<file path="src/rtl/multi_port_framing_ctrl.sv">
// Multi-port packet framing controller: one independent framing FSM per
// ingress port, with error detection/coding, saturating per-port error
// counters and packet-boundary-only enable updates.

// Single-port framing engine, replicated once per port by the top level.
module framing_port #(
  parameter int LEN_W = 16,
  parameter int CNT_W = 8
) (
  input  logic             clk,
  input  logic             reset,
  input  logic             cfg_enable,
  input  logic [LEN_W-1:0] max_len,
  input  logic             cnt_clr,
  input  logic             val,
  input  logic             sop,
  input  logic             eop,
  output logic             enable,
  output logic             error,
  output logic [1:0]       err_code,
  output logic [CNT_W-1:0] err_cnt
);

  typedef enum logic [1:0] {
    IDLE   = 2'd0,
    IN_PKT = 2'd1,
    ERROR  = 2'd2
  } state_t;

  localparam logic [1:0] CODE_NONE       = 2'd0;
  localparam logic [1:0] CODE_EOP_NO_SOP = 2'd1;
  localparam logic [1:0] CODE_SOP_IN_PKT = 2'd2;
  localparam logic [1:0] CODE_TOO_LONG   = 2'd3;

  localparam logic [CNT_W-1:0] CNT_MAX = {CNT_W{1'b1}};

  state_t           state, state_nxt;
  logic [LEN_W-1:0] len, len_nxt, len_inc;
  logic [1:0]       code_nxt;
  logic             s, e;

  assign s = val & sop;
  assign e = val & eop;

  // Beat count saturates so very long packets never wrap back under the limit.
  assign len_inc = (&len) ? len : len + LEN_W'(1);

  // Next-state, next-length and error-code decode.
  always_comb begin
    state_nxt = state;
    len_nxt   = len;
    code_nxt  = CODE_NONE;
    unique case (state)
      IDLE: begin
        len_nxt = '0;
        if (s && !e) begin
          state_nxt = IN_PKT;
          len_nxt   = LEN_W'(1);
        end else if (!s && e) begin
          state_nxt = ERROR;
          code_nxt  = CODE_EOP_NO_SOP;
        end
      end
      IN_PKT: begin
        if (val) begin
          len_nxt = len_inc;
          if (s) begin
            // A new sop mid-packet outranks the length check.
            state_nxt = ERROR;
            code_nxt  = CODE_SOP_IN_PKT;
            len_nxt   = '0;
          end else if ((max_len != '0) && (len_inc > max_len)) begin
            // Over length even if this beat also carries eop.
            state_nxt = ERROR;
            code_nxt  = CODE_TOO_LONG;
            len_nxt   = '0;
          end else if (e) begin
            state_nxt = IDLE;
            len_nxt   = '0;
          end
        end
      end
      ERROR: begin
        // Whatever arrives during the error cycle is dropped.
        state_nxt = IDLE;
        len_nxt   = '0;
      end
      default: begin
        state_nxt = IDLE;
        len_nxt   = '0;
      end
    endcase
  end

  // FSM state, beat length and registered error code.
  always_ff @(posedge clk or posedge reset) begin
    if (reset) begin
      state    <= IDLE;
      len      <= '0;
      err_code <= CODE_NONE;
    end else begin
      state    <= state_nxt;
      len      <= len_nxt;
      err_code <= code_nxt;
    end
  end

  assign error = (state == ERROR);

  // Enable only picks up new config when the port is (or returns to) idle.
  always_ff @(posedge clk or posedge reset) begin
    if (reset)                  enable <= 1'b0;
    else if (state_nxt == IDLE) enable <= cfg_enable;
  end

  // Saturating error counter; a clear coincident with a new error keeps it.
  always_ff @(posedge clk or posedge reset) begin
    if (reset)
      err_cnt <= '0;
    else if (cnt_clr)
      err_cnt <= (state_nxt == ERROR) ? CNT_W'(1) : '0;
    else if ((state_nxt == ERROR) && (err_cnt != CNT_MAX))
      err_cnt <= err_cnt + CNT_W'(1);
  end

endmodule

// Top level: array of per-port engines sharing only cfg_max_len.
module multi_port_framing_ctrl #(
  parameter int NUM_PORTS = 4,
  parameter int LEN_W     = 16,
  parameter int CNT_W     = 8
) (
  input  logic                       clk,
  input  logic                       reset,
  input  logic [NUM_PORTS-1:0]       cfg_port_enable,
  input  logic [LEN_W-1:0]           cfg_max_len,
  input  logic [NUM_PORTS-1:0]       cnt_clr,
  input  logic [NUM_PORTS-1:0]       val,
  input  logic [NUM_PORTS-1:0]       sop,
  input  logic [NUM_PORTS-1:0]       eop,
  output logic [NUM_PORTS-1:0]       enable,
  output logic [NUM_PORTS-1:0]       error,
  output logic [2*NUM_PORTS-1:0]     err_code,
  output logic [CNT_W*NUM_PORTS-1:0] err_cnt
);

  for (genvar p = 0; p < NUM_PORTS; p++) begin : g_port
    framing_port #(
      .LEN_W (LEN_W),
      .CNT_W (CNT_W)
    ) u_port (
      .clk        (clk),
      .reset      (reset),
      .cfg_enable (cfg_port_enable[p]),
      .max_len    (cfg_max_len),
      .cnt_clr    (cnt_clr[p]),
      .val        (val[p]),
      .sop        (sop[p]),
      .eop        (eop[p]),
      .enable     (enable[p]),
      .error      (error[p]),
      .err_code   (err_code[2*p +: 2]),
      .err_cnt    (err_cnt[CNT_W*p +: CNT_W])
    );
  end

endmodule

</file>
<file path="config.mk">
export PLATFORM = sky130hd
export DESIGN_NAME = multi_port_framing_ctrl
export DESIGN_NICKNAME = d
export VERILOG_FILES = /design/src/rtl/multi_port_framing_ctrl.sv
export SDC_FILE = /design/constraint.sdc
export NUM_CORES = 1
export LEC_CHECK = 0
export ABC_CLOCK_PERIOD_IN_PS = 5900
export CAP_MARGIN = 20
export CORE_ASPECT_RATIO = 1.25
export CORE_UTILIZATION = 35
export CTS_CLUSTER_SIZE = 10
export DETAILED_ROUTE_END_ITERATION = 8
export GPL_TIMING_DRIVEN = 1
export SETUP_SLACK_MARGIN = 0.5
export SLEW_MARGIN = 5
export SYNTH_ARGS = -nofsm -noshare
export SYNTH_HDL_FRONTEND = slang
export SYNTH_SLANG_ARGS = --single-unit
</file>
<file path="constraint.sdc">
create_clock -name clk -period 5.9 [get_ports clk]
set_input_delay 1.18 -clock clk [delete_from_list [all_inputs] [get_ports clk]]
set_output_delay 1.18 -clock clk [all_outputs]
set_load 0.005 [all_outputs]
</file>
; ---- Word level (Yosys, flattened, before mapping)
; Cells that the tools add are included.
; W data, S select, Z words.
[totals]
regBits = 116
elab_cells = 193
[op_classes]
eq_ne = 20
bitwise = 8
add_sub_neg = 8
n_mux = 92
n_lt_le_gt_ge = 4
n_reduce_logical = 41
[ops]
columns = operator, count
row1 = $mux W16, 20
row2 = $pmux W16 S2, 4
row3 = $mux W2, 40
row4 = $add A16 B1 Y16 const B, 4
row5 = $gt A16 B16 Y1, 4
row6 = $mux W8, 8
row7 = $reduce_and A16 Y1, 4
row8 = $add A8 B1 Y8 const B, 4
row9 = $ne A8 B8 Y1 const B, 4
row10 = $pmux W2 S2, 8
row11 = $eq A2 B2 Y1 const B, 8
row12 = $logic_and A1 B1 Y1, 16
row13 = $logic_not A2 Y1, 8
row14 = $reduce_bool A16 Y1, 1
row15 = $mux W1, 12
row16 = $and A1 B1 Y1, 8
row17 = $eq A2 B1 Y1 const B, 4
row18 = $logic_not A1 Y1, 8
row19 = $ne A2 B2 Y1 const B, 4
row20 = $reduce_bool A2 Y1, 4

; ---- Logic depth before layout (Yosys ltp)
; Gate-level depths: netlist (run 1).
[depth]
ltp_word = 12
ltp_mapped = 18
ltp_nobuf = 15

; ---- Hierarchy
; From an unflattened synthesis (run 1), not the netlist that was laid out.
[hier_totals]
cells_unflattened = 999
hier_area_um2 = 8740.9
[by_module_without_submodules]
columns = module, instances, area_each_um2, cells_per_inst, seq_area_each_um2
row1 = framing_port at g_port[0].u_port ..., 2, 2123.3, 247, 725.7
row2 = framing_port at g_port[1].u_port, 1, 2353.5, 259, 725.7
row3 = framing_port at g_port[3].u_port, 1, 2140.8, 246, 725.7

; ---- Worst setup path before layout (run 1)
; No wires, ideal clock.
[synth_timing]
path_type = reg-to-reg
startpoint = reg g_port[0].u_port.len[0]
endpoint = reg g_port[0].u_port.err_cnt[4]
period_less_slack_ns = 4.138
path_stages_with_launch = 18
t_required_ns = 5.834
n_path_buf = 3
setup_slack_ns = 1.762
t_arrival_ns = 4.072
cell_sequence = dfrtp_1 -> ha_1 -> and4_1 -> and4_1 -> clkbuf_1 -> nand3_1 -> clkbuf_1 -> nand2_1 -> xnor2_1 -> ha_1 -> nand4_1 -> or4_1 -> a21o_1 -> a311oi_2 -> o21ai_2 -> buf_6 -> or4_1 -> nand2_1
[synth_via]
elab_chain_cells = 11
word_cells_on_any_way = 12
[synth_lines]
columns = element, line
row1 = start: declaration, 38  ; logic [LEN_W-1:0] len, len_nxt, len_inc;
row2 = start signal: assignment, 103  ; len <= len_nxt;
row3 = $add A16 B1 Y16 / $reduce_and A16 Y1 (equally long branches), 46  ; assign len_inc = (&len) ? len : len + LEN_W'(1);
row4 = $mux W16 *, 46
row5 = $gt A16 B16 Y1 *, 72  ; end else if ((max_len != '0) && (len_inc > max_len)) begin
row6 = $logic_and A1 B1 Y1 *, 72
row7 = $mux W2 *, 72
row8 = $mux W2 *, 67  ; if (s) begin
row9 = $mux W2 *, 65  ; if (val) begin
row10 = $pmux W2 S2 *, 53  ; unique case (state)
row11 = $eq A2 B2 Y1 *, 122  ; else if ((state_nxt == ERROR) && (err_cnt != CNT_MAX))
row12 = $logic_and A1 B1 Y1 *, 122
row13 = $reduce_bool A2 Y1 (no line) *, --
row14 = end signal: assignment, 121  ; err_cnt <= (state_nxt == ERROR) ? CNT_W'(1) : '0;
row15 = end signal: assignment, 123  ; err_cnt <= err_cnt + CNT_W'(1);
row16 = end: declaration, 21  ; output logic [CNT_W-1:0] err_cnt
; Every way passes the cells marked *; elsewhere a longest branch is shown, timed or not.
; A chain may end at the register's enable or synchronous reset.

; ---- Final worst setup path (run 1)
[layout_timing]
startpoint = reg g_port[0].u_port.len[0]
endpoint = reg g_port[0].u_port.err_cnt[7]
; The elaborated chain is that of the path after synthesis.

==> flow_summary_export.csv, run 1 <==
group,metric,value,unit
grt,grt_usage,18.1,%
clock_network,cts_resized,0,
outcome,status,"completed",
synth,synth_area,8480,µm²
finish,final_common_cell,"dfrtp_1",
setup_path,crit_path_max_fanout,16,
sta,rsz0062_at_grt,"false",
grt,grt-ovfl-total,0,
sta,skew,0.00838,ns
power_and_ir_drop,p_leak,4.53,nW
placement,place_congestion,0.836,
grt,antenna_found_initial,1,
sta,relSlewSlack,26.0,%
run,drv_cap,0,
floorplan,die_h,176,µm
setup_path,end_kind,"register",
floorplan,fp-row-count,63,
synth,ys_types,72,
synth,synth_nets,1077,
clock_network,clock_latency,0.43,ns
setup_path,r2r_setup_slack,1.24,ns
sta,worstMarginPinSlew,1.10,ns
placement,port_buffers,85,
sta,timing.fmax,0.215,GHz
floorplan,core,23700,µm²
finish,drive_above_1_share,6.49,%
clock_network,clk_path_buf_depth,2,
detailed_routing,dr.pass1.iters,7,
grt,grt_max_degree,79,
floorplan,dieArea,24800,µm²
sta,final-hold-violation-count,0,
synth,synthCells,967,
synth,ys_seq_area_share,34.2,%
detailed_routing,drt-wirelength-per-cell,15.6,µm
setup_path,critPathKind,"reg2reg",
finish,nets,1147,
floorplan,ios,86,
detailed_routing,num_vias,7469,
setup_path,worstPathRequired,6.25,ns
clock_network,cts_root_buf,"clkbuf_16",
synth,yosysWarnings,0,
grt,grt_pass1_wl,35.9,mm
synth,synth-edff-count,0,
detailed_routing,drt_iter0_drc,390,
detailed_routing,ant_nets,0,
grt,grt_pass1_vias,7062,
clock_network,clock-sinks,116,
placement,hpwl,15.6,mm
finish,antenna_cells,0,
sta,tns,0,ns
synth,ys_seq_elements,116,
clock_network,cts.clk_slew.worst_paths,0.06,ns
detailed_routing,viasPerCell,5.44,
sta,drv_slew,0,
setup_path,worst_setup_path_start_kind,"register",
power_and_ir_drop,ir_worst_vdd,0.203,mV
power_and_ir_drop,power,2.21,mW
sta,setup_viol,0,
clock_network,cts_tree,"done",
clock_network,cts_buffers,17,
detailed_routing,drt_wl_total,21.5,mm
sta,period_minus_slack,4.66,ns
clock_network,cts_hold_buffers,0,
power_and_ir_drop,powerDensity,216,nW/µm²
floorplan,die_x,141,µm
min_path,hold_class,"reg2reg",
clock_network,htree_num_levels,4,
sta,fin_crit_sh,79.0,%
synth,async_flop_share,100,%
clock_network,cts_setup_buffers,0,
synth,syn_area_per_cell,8.77,µm²
setup_path,arrival,5.01,ns
detailed_routing,post-route-drc-count,0,
synth,ys_dominant_reg_cell,"dfrtp_1",
finish,syn_to_final_growth,20.5,%
floorplan,initial_core_util,35.7,%
finish,final_cell_mix,"dfrtp_1, clkdlybuf4s50_1, nand2_1",
-- routing by layer --
metal / global-route usage (%) / share of wire, %
met1: 23.5 / 46
met2: 30.1 / 48
met3: 3.44 / 4.7
met4: 6.20 / 1.7
met5: 0 / 0
-- path summary, 6_finish.rpt --
| check | endpoint | depth (start not counted) | startpoint |
|---|---|---|---|
| setup / recovery | g_port[0].u_port.err_cnt[7] | 14 | g_port[0].u_port.len[0] |
| hold / removal | g_port[1].u_port.err_cnt[6] | 1 | g_port[1].u_port.err_cnt[6] |
| setup reg to reg | g_port[0].u_port.err_cnt[7] | 14 | g_port[0].u_port.len[0] |
| hold reg to reg | g_port[1].u_port.err_cnt[6] | 1 | g_port[1].u_port.err_cnt[6] |
| max in group asynchronous | g_port[2].u_port.state[0] | 4 | reset |
| min in group asynchronous | g_port[1].u_port.err_cnt[6] | 2 | reset |
-- kinds of logic after synthesis --
logic type,count (synthesis),share of synthesized area (%)
and+or+nand+nor,373,23.6
AOI/OAI and AO/OA,252,19.6
DFF,116,34.2
buffers and inverters,90,4.80
adders and majority gates,72,10.6
xor gates and xnor gates,43,4.44
muxes,21,2.66
-- final cells by class --
cell class	count	area [µm²]
Inverter	46	175
Tap cell	325	407
Clock buffer	21	460
Multi-Input combinational cell	761	5170
Timing Repair Buffer	95	946
Clock inverter	9	154
Sequential cell	116	2900
Fill cell	2345	13500
-- through the flow --
step	instances	utilization, %	setup WS (ns)	cell area [µm²]	hold slack, ns
after floorplan	967	-	1.65	8480	0.473
after global placement	1340	40.3	1.27	9560	0.486
after detailed placement	1340	40.3	1.25	9560	0.496
after CTS	1370	42.9	1.22	10200	0.507
after global routing	1373	43.1	0.835	10200	0.520
final	1373	43.1	1.24	10200	0.498
-- report_power, final --
part	switching, mW	internal [mW]
Combinational	0.138	0.117
Clock	0.382	0.723
Sequential	0.0285	0.817
Total	0.548	1.66
-- synth_stat cells (11+ instances only) --
| library cell | number | share of area, % |
|---|---|---|
| nor3_1 | 18 | 1.1 |
| a21oi_1 | 80 | 4.7 |
| a31oi_1 | 16 | 1.2 |
| nand3_1 | 49 | 2.9 |
| inv_1 | 46 | 2.0 |
| dfrtp_1 | 116 | 34 |
| and3_1 | 14 | 1.0 |
| mux2_2 | 12 | 1.6 |
| ha_1 | 72 | 11 |
| nand2b_1 | 14 | 1.0 |
| xor2_1 | 16 | 1.7 |
| nor2_1 | 65 | 2.9 |
| and4_1 | 11 | 1.1 |
| or3_1 | 17 | 1.3 |
| clkbuf_1 | 22 | 0.97 |
| nand4_1 | 29 | 2.1 |
| o21ai_0 | 45 | 2.7 |
| nand2_1 | 83 | 3.7 |
| xnor2_1 | 27 | 2.8 |
| a22o_1 | 33 | 3.4 |
| nor2b_1 | 20 | 1.5 |
-- sequential cells by signal, summed over array words and instances, names as in the netlist --
register	flops
g_port.u_port.state	8
g_port.u_port.enable	4
g_port.u_port.err_cnt	32
g_port.u_port.err_code	8
g_port.u_port.len	64
-- worst max-delay path, cell delays in order, from the launching register on --
cell,delay [ns]
dfrtp_1,0.43
ha_1,0.26
and4_1,0.26
and4_1,0.35
nand3_1,0.50
nand3_1,0.34
xnor2_1,0.10
ha_1,0.31
nand4_1,0.13
or4_1,0.50
a21o_1,0.19
a311oi_2,0.38
o21ai_2,0.20
or4_1,0.49
a21oi_1,0.15
(Power assumes the default switching activity.)
==> inputs of run 2 (changes only) <==
--- a/config.mk
+++ b/config.mk
@@ -5,7 +5,7 @@
 export SDC_FILE = /design/constraint.sdc
 export NUM_CORES = 1
 export LEC_CHECK = 0
-export ABC_CLOCK_PERIOD_IN_PS = 5900
+export ABC_CLOCK_PERIOD_IN_PS = 3900
 export CAP_MARGIN = 20
 export CORE_ASPECT_RATIO = 1.25
 export CORE_UTILIZATION = 35
==> constraint.sdc (replaced) <==
create_clock -name clk -period 3.9 [get_ports clk]
set_input_delay 0.78 -clock clk [delete_from_list [all_inputs] [get_ports clk]]
set_output_delay 0.78 -clock clk [all_outputs]
set_load 0.005 [all_outputs]
==> flow_summary_export.csv, run 2 (same netlist as run 1, synthesis figures left out) <==
group,metric,value,unit
outcome,status,"completed",
clock_network,clock_latency,0.43,ns
setup_path,worstReg2RegEnd,"g_port[2].u_port.len[11]",
min_path,hold_class,"reg2reg",
clock_network,cts_root_buf,"clkbuf_16",
detailed_routing,post-route-drc-count,0,
clock_network,htree_num_levels,4,
sta,layout_setup_ws,0.0589,ns
placement,place_congestion,0.847,
placement,port_buffers,85,
floorplan,dieArea,24800,µm²
finish,final_area,13200,µm²
setup_path,worstPathRequired,4.21,ns
clock_network,cts.clk_slew.worst_paths,0.06,ns
setup_path,ff2ff_path_depth,17,
placement,dpl_cell_area,10400,µm²
finish,syn_to_final_growth,55.2,%
setup_path,r2r-start,"g_port[2].u_port.len[3]",
detailed_routing,viasPerCell,5.47,
grt,grt_pass1_wl,41.9,mm
sta,fin_crit_sh,98.5,%
grt,antenna_found_initial,1,
sta,rsz0062_at_grt,"true",
floorplan,ios,86,
sta,relSlewSlack,43.1,%
power_and_ir_drop,p_leak,5.78,nW
detailed_routing,drt-wirelength-per-cell,16.9,µm
setup_path,worst_setup_path_start_kind,"register",
grt,grt_max_degree,39,
min_path,hold_depth,1,
sta,drv_slew,0,
grt,busiest_layer,"met2",
clock_network,cts_tree,"done",
setup_path,critPathKind,"reg2reg",
power_and_ir_drop,power,3.43,mW
clock_network,clk_path_buf_depth,2,
sta,final-hold-violation-count,0,
setup_path,crit_path_max_fanout,4,
finish,nets,1325,
detailed_routing,drt_wl_total,26.3,mm
finish,top_register,"g_port.u_port.len",
setup_path,end_kind,"register",
sta,timing.fmax,0.260,GHz
sta,worstMarginPinSlew,0.851,ns
floorplan,die_x,141,µm
run,drv_cap,0,
min_path,holdPathEnd,"g_port[3].u_port.enable",
sta,setup_viol,0,
floorplan,fp-row-count,63,
finish,final_common_cell,"buf_4",
grt,grt-ovfl-total,0,
floorplan,core,23700,µm²
grt,use_met1,24.8,%
detailed_routing,num_vias,8489,
min_path,worstHoldStart,"g_port[3].u_port.enable",
grt,grt_usage,21.4,%
power_and_ir_drop,powerDensity,261,nW/µm²
placement,pre_cts_slack,-0.111,ns
clock_network,clock-sinks,116,
setup_path,r2r_setup_slack,0.06,ns
grt,grtUsageMet2,39.0,%
finish,largest_reg_flops,64,
detailed_routing,ant_nets,0,
sta,skew,0.0103,ns
finish,antenna_cells,0,
power_and_ir_drop,ir_worst_vdd,0.311,mV
placement,hpwl,17.2,mm
clock_network,cts_hold_buffers,0,
floorplan,die_h,176,µm
detailed_routing,drt_iter0_drc,501,
clock_network,cts_buffers,17,
detailed_routing,dr.pass1.iters,5,
finish,top_regs,"g_port.u_port.len (64), g_port.u_port.err_cnt (32)",
finish,final_cell_mix,"buf_4, dfrtp_1, clkdlybuf4s50_1",
setup_path,arrival,4.15,ns
sta,period_minus_slack,3.84,ns
grt,grt_pass1_vias,8496,
finish,drive_above_1_share,35.2,%
grt,use_met3,3.72,%
floorplan,initial_core_util,35.7,%
run 2: cell types whose count changed in the layout (fill, tap and decap cells not counted), moves of 14 or more:
cell	change
a21oi_1	-30
buf_4	+126
buf_6	+42
ha_1	-14
a21oi_2	+29
o21ai_0	-23
nand3_1	-16
run 2: report_power, final:
part,internal [mW],switching [mW]
Sequential,1.24,0.0415
Clock,1.00,0.605
Combinational,0.263,0.279
run 2: worst max-delay path, cell delays in order (launching register included):
cell and delay, ns:
dfrtp_1 0.37, and4_4 0.25, nand2_2 0.06, or3_4 0.40, nor3_4 0.19, nand3_1 0.12
mux2_4 0.34, ha_4 0.27, nand4_1 0.16, a2111o_1 0.48, buf_6 0.15, a31oi_4 0.14
buf_6 0.13, nor4_4 0.03, buf_6 0.16, buf_6 0.12, buf_16 0.12, a22o_1 0.19
run 2: per-layer routing:
layer / vias to the layer above / share of wire, %
met2: 186 / 52
met5: - / 0.065
li1: 4083 / -
met1: 4153 / 42
met3: 65 / 3.4
met4: 2 / 3.3
run 2: repair_timing:
item | 4_1_cts | 5_1_grt
cloned | 6 | 0
endpoints found under the setup margin | 103 | 112
setup buffers | 74 | 28
pin swaps | 91 | 95
resized for setup | 116 | 140
run 2: worst max-delay path by stage:
stage,startpoint,endpoint,slack [ns],depth (start not counted)
6_report,g_port[2].u_port.len[3],g_port[2].u_port.len[11],0.06,17
5_1_grt,g_port[2].u_port.len[4],g_port[2].u_port.len[11],-0.08,19
4_1_cts,g_port[0].u_port.len[1],g_port[0].u_port.err_cnt[7],0.20,15
3_5_place_dp,g_port[3].u_port.len[1],g_port[3].u_port.err_cnt[0],-0.11,15
3_3_place_gp,g_port[3].u_port.len[0],g_port[3].u_port.err_cnt[0],-0.04,15
2_1_floorplan,g_port[0].u_port.len[0],g_port[0].u_port.err_cnt[4],0.11,17
run 2: metrics by stage:
stage	cells	setup TNS (ns)	hold WS, ns	util [%]
finish	1552	0	0.508	55.5
detailed placement	1413	-0.476	0.495	44.0
CTS	1524	0	0.506	51.8
global placement	1413	-0.0578	0.487	44.0
global route	1552	-1.38	0.517	55.5
floorplan	967	0	0.473	-
run 2: layout make-up:
cell class | count | area [µm²]
Clock buffer | 23 | 488
Clock inverter | 8 | 98.8
Fill cell | 2022 | 10600
Inverter | 46 | 176
Multi-Input combinational cell | 761 | 6480
Sequential cell | 116 | 2910
Tap cell | 325 | 407
Timing Repair Buffer | 273 | 2600
